## src/rtl/fifo_rd_packer_if.sv

```systemverilog
// Bundle of the FIFO read port, the packed output stream and the flush
// handshake of fifo_rd_packer. The packer uses the master modport; whatever
// sits around it (FIFO plus downstream consumer) uses the slave modport.
interface fifo_rd_packer_if #(
    parameter int DATA_WIDTH = 8,
    parameter int RATIO      = 4
);
    logic                        fifo_empty;
    logic                        fifo_rd_en;
    logic [DATA_WIDTH-1:0]       fifo_rd_data;
    logic                        flush;
    logic                        m_valid;
    logic                        m_ready;
    logic [RATIO*DATA_WIDTH-1:0] m_data;
    logic [RATIO-1:0]            m_keep;
    logic                        m_last;
    logic                        flush_done;

    modport master (
        input  fifo_empty, fifo_rd_data, flush, m_ready,
        output fifo_rd_en, m_valid, m_data, m_keep, m_last, flush_done
    );

    modport slave (
        output fifo_empty, fifo_rd_data, flush, m_ready,
        input  fifo_rd_en, m_valid, m_data, m_keep, m_last, flush_done
    );
endinterface

```

## src/rtl/fifo_rd_packer.sv

```systemverilog
// Read-side packer: pops DATA_WIDTH words from a FIFO with 1-cycle read
// latency, packs RATIO of them into one beat on a valid/ready stream, and
// on a flush pulse pushes out whatever partial beat is accumulated.
module fifo_rd_packer #(
    parameter int DATA_WIDTH = 8,
    parameter int RATIO      = 4
) (
    input  logic               rd_clk,
    input  logic               rst,
    fifo_rd_packer_if.master   bus
);
    localparam int CW = $clog2(RATIO + 1);
    localparam int LW = $clog2(RATIO);
    localparam logic [CW:0]   RATIO_X = (CW + 1)'(RATIO);
    localparam logic [CW-1:0] RATIO_C = CW'(RATIO);

    localparam logic [1:0] ST_RUN     = 2'd0;
    localparam logic [1:0] ST_FL_WAIT = 2'd1;
    localparam logic [1:0] ST_FL_EMIT = 2'd2;

    logic [1:0]                  state_reg;
    logic [1:0]                  state_next;
    logic [CW-1:0]               cnt_reg;
    logic                        pop_d_reg;
    logic [DATA_WIDTH-1:0]       acc_reg [RATIO];
    logic                        m_valid_reg;
    logic [RATIO*DATA_WIDTH-1:0] m_data_reg;
    logic [RATIO-1:0]            m_keep_reg;
    logic                        m_last_reg;
    logic                        flush_done_reg;
    logic                        flush_done_next;

    logic                        out_free;
    logic                        xfer;
    logic                        emit;
    logic                        fill_ok;
    logic                        pop;
    logic [RATIO-1:0]            lane_mask;
    logic [RATIO*DATA_WIDTH-1:0] packed_beat;

    // The output register can take a new beat when empty or being drained.
    assign out_free = !m_valid_reg || bus.m_ready;
    // Full beat handover only happens in normal running; a flush emits its
    // own beat from FL_EMIT (which also covers a full accumulator).
    assign xfer     = (state_reg == ST_RUN) && (cnt_reg == RATIO_C) && out_free;
    assign emit     = (state_reg == ST_FL_EMIT) && out_free;
    // Counting the in-flight word keeps the lane index below RATIO.
    assign fill_ok  = ({1'b0, cnt_reg} + {{CW{1'b0}}, pop_d_reg}) < RATIO_X;
    // Gated by rst as well so no word is popped and lost while in reset.
    assign pop      = !rst && !bus.fifo_empty && (state_reg == ST_RUN) &&
                      !bus.flush && (fill_ok || xfer);

    assign bus.fifo_rd_en = pop;
    assign bus.m_valid    = m_valid_reg;
    assign bus.m_data     = m_data_reg;
    assign bus.m_keep     = m_keep_reg;
    assign bus.m_last     = m_last_reg;
    assign bus.flush_done = flush_done_reg;

    // Lanes below cnt hold real data; the rest are zeroed and unkept. With
    // cnt == RATIO this yields the full beat with an all-ones keep.
    generate
        for (genvar gi = 0; gi < RATIO; gi++) begin : g_lane
            assign lane_mask[gi] = cnt_reg > CW'(gi);
            assign packed_beat[gi*DATA_WIDTH +: DATA_WIDTH] =
                lane_mask[gi] ? acc_reg[gi] : '0;
        end
    endgenerate

    // Flush sequencing: wait for the in-flight word, then emit or finish.
    always_comb begin
        state_next      = state_reg;
        flush_done_next = 1'b0;
        case (state_reg)
            ST_RUN: begin
                if (bus.flush) state_next = ST_FL_WAIT;
            end
            ST_FL_WAIT: begin
                if (!pop_d_reg) begin
                    if (cnt_reg == '0) begin
                        state_next      = ST_RUN;
                        flush_done_next = 1'b1;
                    end else begin
                        state_next = ST_FL_EMIT;
                    end
                end
            end
            ST_FL_EMIT: begin
                if (out_free) begin
                    state_next      = ST_RUN;
                    flush_done_next = 1'b1;
                end
            end
            default: state_next = ST_RUN;
        endcase
    end

    // Word capture into the accumulator lane selected by the fill count.
    always_ff @(posedge rd_clk) begin
        if (pop_d_reg) acc_reg[cnt_reg[LW-1:0]] <= bus.fifo_rd_data;
    end

    // Control state, fill count and the output register.
    always_ff @(posedge rd_clk) begin
        if (rst) begin
            state_reg      <= ST_RUN;
            cnt_reg        <= '0;
            pop_d_reg      <= 1'b0;
            m_valid_reg    <= 1'b0;
            m_data_reg     <= '0;
            m_keep_reg     <= '0;
            m_last_reg     <= 1'b0;
            flush_done_reg <= 1'b0;
        end else begin
            state_reg      <= state_next;
            pop_d_reg      <= pop;
            flush_done_reg <= flush_done_next;
            if (xfer || emit) begin
                cnt_reg <= '0;
            end else if (pop_d_reg) begin
                cnt_reg <= cnt_reg + CW'(1);
            end
            if (xfer || emit) begin
                m_valid_reg <= 1'b1;
                m_data_reg  <= packed_beat;
                m_keep_reg  <= lane_mask;
                m_last_reg  <= emit;
            end else if (bus.m_ready) begin
                m_valid_reg <= 1'b0;
            end
        end
    end
endmodule

```

## src/flat_wrapper.sv

```systemverilog
// flat-port wrapper written by rule: the top's interface ports become plain ports
module fifo_rd_packer_flat 
#(
    parameter int DATA_WIDTH = 8,
    parameter int RATIO      = 4
)
  (rd_clk, rst, bus_fifo_empty, bus_fifo_rd_data, bus_flush, bus_m_ready, bus_fifo_rd_en, bus_m_valid, bus_m_data, bus_m_keep, bus_m_last, bus_flush_done);
  fifo_rd_packer_if #(.DATA_WIDTH(DATA_WIDTH), .RATIO(RATIO)) bus_i ();
  input  logic rd_clk;
  input  logic rst;
  input wire logic [$bits(bus_i.fifo_empty)-1:0] bus_fifo_empty;
  input wire logic [$bits(bus_i.fifo_rd_data)-1:0] bus_fifo_rd_data;
  input wire logic [$bits(bus_i.flush)-1:0] bus_flush;
  input wire logic [$bits(bus_i.m_ready)-1:0] bus_m_ready;
  output wire logic [$bits(bus_i.fifo_rd_en)-1:0] bus_fifo_rd_en;
  output wire logic [$bits(bus_i.m_valid)-1:0] bus_m_valid;
  output wire logic [$bits(bus_i.m_data)-1:0] bus_m_data;
  output wire logic [$bits(bus_i.m_keep)-1:0] bus_m_keep;
  output wire logic [$bits(bus_i.m_last)-1:0] bus_m_last;
  output wire logic [$bits(bus_i.flush_done)-1:0] bus_flush_done;
  assign bus_i.fifo_empty = bus_fifo_empty;
  assign bus_i.fifo_rd_data = bus_fifo_rd_data;
  assign bus_i.flush = bus_flush;
  assign bus_i.m_ready = bus_m_ready;
  assign bus_fifo_rd_en = bus_i.fifo_rd_en;
  assign bus_m_valid = bus_i.m_valid;
  assign bus_m_data = bus_i.m_data;
  assign bus_m_keep = bus_i.m_keep;
  assign bus_m_last = bus_i.m_last;
  assign bus_flush_done = bus_i.flush_done;
  fifo_rd_packer #(.DATA_WIDTH(DATA_WIDTH), .RATIO(RATIO)) u_core (.rd_clk(rd_clk), .rst(rst), .bus(bus_i));
endmodule
```

## config.mk

```make
export PLATFORM = sky130hd
export DESIGN_NAME = fifo_rd_packer_flat
export DESIGN_NICKNAME = d
export VERILOG_FILES = /design/src/rtl/fifo_rd_packer_if.sv /design/src/rtl/fifo_rd_packer.sv /design/src/flat_wrapper.sv
export SDC_FILE = /design/constraint.sdc
export NUM_CORES = 1
export LEC_CHECK = 0
export CORE_MARGIN = 8
export CORE_UTILIZATION = 31
export CTS_CLUSTER_SIZE = 14
export DETAILED_ROUTE_END_ITERATION = 10
export PLACE_DENSITY = 0.65
export SKIP_CTS_REPAIR_TIMING = 1
export SKIP_LAST_GASP = 1
export SYNTH_ARGS = -nofsm -noshare
export SYNTH_HDL_FRONTEND = slang
export SYNTH_SLANG_ARGS = --single-unit
```

## constraint.sdc

```tcl
create_clock -name rd_clk -period 1.6 [get_ports rd_clk]
set_input_delay 0.24 -clock rd_clk [delete_from_list [all_inputs] [get_ports rd_clk]]
set_output_delay 0.24 -clock rd_clk [all_outputs]
set_load 0.005 [all_outputs]
```

==> results.yml <==
global_route:
  grt_first_pass_wirelength_mm: 10.8
  grtUsageTotal: 0.107
  overflow: 0
  grt_max_degree: 45
  grt_pass1_vias: 2182
  antenna_found_initial: 0
layout:
  drive_gt1_frac: 0.209
  finish.utilization: 0.445
  final_cell_mix: "clkdlybuf4s50_1, dfxtp_1, nand2_1"
  final_common_cell: "clkdlybuf4s50_1"
  finalNetCount: 366
  design_area_mm2: 0.00405
  area.growth.synth_to_final_pct: 40.8
  antenna_cells: 0
detailed_routing:
  drt-vias-per-instance: 4.77
  dr.pass1.iters: 4
  drt_iter0_markers: 80
  vias: 2194
  wirelength_mm: 6.94
  route.detailed.drc: 0
  ant_nets: 0
  wl_per_cell_um: 15.1
worst_setup_path:
  path_class: "register to primary output"
  startpoint_type: "register"
  cp_max_fo: 5
  crit_arrival_ns: 1.40
  end_kind: "primary output"
  cp.required_ns: 1.36
logic_synthesis:
  synthAdderAreaFrac: 0.0391
  ys_ff_latch: 77
  synthDistinctLibCells: 31
  yosys.area_share.xor_xnor: 0.00304
  synth_top_family_by_area: "simple AND/OR/NAND/NOR gates"
  synth_seq_area_share: 0.647
  avgSynthCellArea_um2: 10.9
  yosys_warnings: 0
  synthCells: 264
  synth-compound-area-share: 0.110
  syn_nets: 286
  synth_area_mm2: 0.00288
  synth-simple-area-share: 0.156
  synth_mux_area_frac: 0.00695
placement:
  placed_cell_area_mm2: 0.00366
  globalplace.congestion: 0.809
  place_hpwl_mm: 4.79
  numPortBuffers: 52
cts:
  cts.clk_slew.worst_paths_ns: 0.09
  cts_made_buffers: 9
  clock_sinks: 77
  h-tree-depth: 3
  clkLatencyLatePin_ns: 0.35
  clk_path_buf_depth: 2
  cts_tree: "built"
  clock_tree.root_cell: "clkbuf_8"
timing:
  setup_viol: 16
  worst_pin_slew_ns: 0.518
  fin_crit_sh: 1.02
  final.setup.worst_slack_ns: -0.0385
  slew_headroom: 0.655
  drv_slew: 0
  rsz0062_at_grt: "true"
  period_minus_slack_ns: 1.64
  fin_skew_ns: 0.0131
  hold_viol_final: 0
  fmax_mhz: 610
floorplan:
  initial_utilization: 0.316
  num_rows: 35
  core_mm2: 0.00911
  dieHeight_um: 112
  dieArea_mm2: 0.0126
  fp.dieW_um: 112
  io_pins: 53
pwr:
  powerDensity_mw_per_mm2: 973
  peakVddDrop_mv: 0.385
  p_leak_nw: 1.38
status:
  violations: "setup timing"
  status: "complete, but fails checks"
min_path:
  hold_class: "register to register"
flow_run:
  max-cap-violations: 0
worst max-delay path, cell delays in order, from the launching register on:
cell and delay, ns:
dfxtp_2 0.33, inv_2 0.08, ha_4 0.16, nand4_1 0.18, a21oi_2 0.19, buf_2 0.12
through the flow:
| stage | instances | setup WS, ns | hold slack [ns] | setup TNS [ns] | total power (W) |
|---|---|---|---|---|---|
| final | 460 | -0.0385 | 0.455 | -0.212 | 0.00395 |
| after global routing | 460 | -0.168 | 0.481 | -2.77 | 0.00410 |
| after CTS | 452 | -0.542 | 0.456 | -0.982 | 0.00391 |
| after detailed placement | 436 | -0.376 | 0.446 | -0.654 | 0.00247 |
| after global placement | 436 | -0.374 | 0.439 | -0.374 | 0.00246 |
| after floorplan | 264 | 0.0245 | 0.339 | 0 | 0.00230 |
power by group:
part           internal, W  switching [W]  total [W]
Combinational     0.000190       0.000208   0.000398
Sequential         0.00207      0.0000155    0.00209
Clock             0.000735       0.000725    0.00146
path summary, 6_finish.rpt:
check | from | end | slack [ns] | cells after the start
worst max-delay path | u_core.cnt_reg[1]$_SDFFE_PP0P_ | bus_fifo_rd_en | -0.04 | 5
worst min register to register | u_core.bus.m_data[11]$_SDFFE_PP0P_ | u_core.bus.m_data[11]$_SDFFE_PP0P_ | 0.46 | 2
worst min-delay path | u_core.bus.m_data[11]$_SDFFE_PP0P_ | u_core.bus.m_data[11]$_SDFFE_PP0P_ | 0.46 | 2
worst max register to register | u_core.state_reg[0]$_SDFFE_PP0P_ | u_core.bus.m_data[17]$_SDFFE_PP0P_ | -0.02 | 9
cell families after synthesis:
family | Yosys count
buffers and inverters | 21
XOR/XNOR | 1
AND/OR/NAND/NOR | 99
flip-flops | 77
adder cells (fa/ha/maj) | 9
multiplexers | 2
AO/OA/AOI/OAI | 55
final cells by class:
type	count	area [µm²]
Clock inverter	6	71.3
Clock buffer	10	128
Timing Repair Buffer	85	817
Fill cell	864	5060
Multi-Input combinational cell	166	1010
Sequential cell	77	1860
Inverter	5	18.8
Tap cell	111	139
synthesized netlist by cell type:
cell type / instances / share of area
xnor2_1: 1 / 0.0030
mux2i_1: 2 / 0.0070
o21ai_0: 8 / 0.014
nand2_1: 38 / 0.050
and2_1: 4 / 0.0087
a31oi_1: 1 / 0.0022
clkbuf_1: 7 / 0.0091
dfxtp_1: 45 / 0.31
nor2_1: 19 / 0.025
nand4_1: 1 / 0.0022
buf_2: 4 / 0.0070
a32oi_1: 2 / 0.0061
nor3b_1: 1 / 0.0026
ha_1: 9 / 0.039
a21oi_1: 31 / 0.054
nor2_4: 1 / 0.0039
nor2b_1: 2 / 0.0043
nor3_1: 4 / 0.0070
nand2b_1: 2 / 0.0043
a221o_1: 1 / 0.0035
a22oi_1: 1 / 0.0026
nor2b_2: 1 / 0.0030
edfxtp_1: 32 / 0.33
a2111oi_1: 1 / 0.0035
buf_4: 3 / 0.0078
o21a_1: 8 / 0.021
or2_1: 1 / 0.0022
inv_1: 5 / 0.0065
o21ai_1: 2 / 0.0035
buf_6: 2 / 0.0078
nand3_1: 25 / 0.043
routing by layer:
| metal | routed length (µm) | vias up | share of wire | global-route usage |
|---|---|---|---|---|
| met1 | 2990 | 1062 | 0.43 | 0.129 |
| met5 | 0 | - | 0 | 0 |
| met2 | 3460 | 46 | 0.50 | 0.173 |
| met3 | 397 | 11 | 0.057 | 0.0317 |
| met4 | 91 | 0 | 0.013 | 0.0513 |
| li1 | - | 1075 | - | - |
Power figures use the tool's default switching activity.
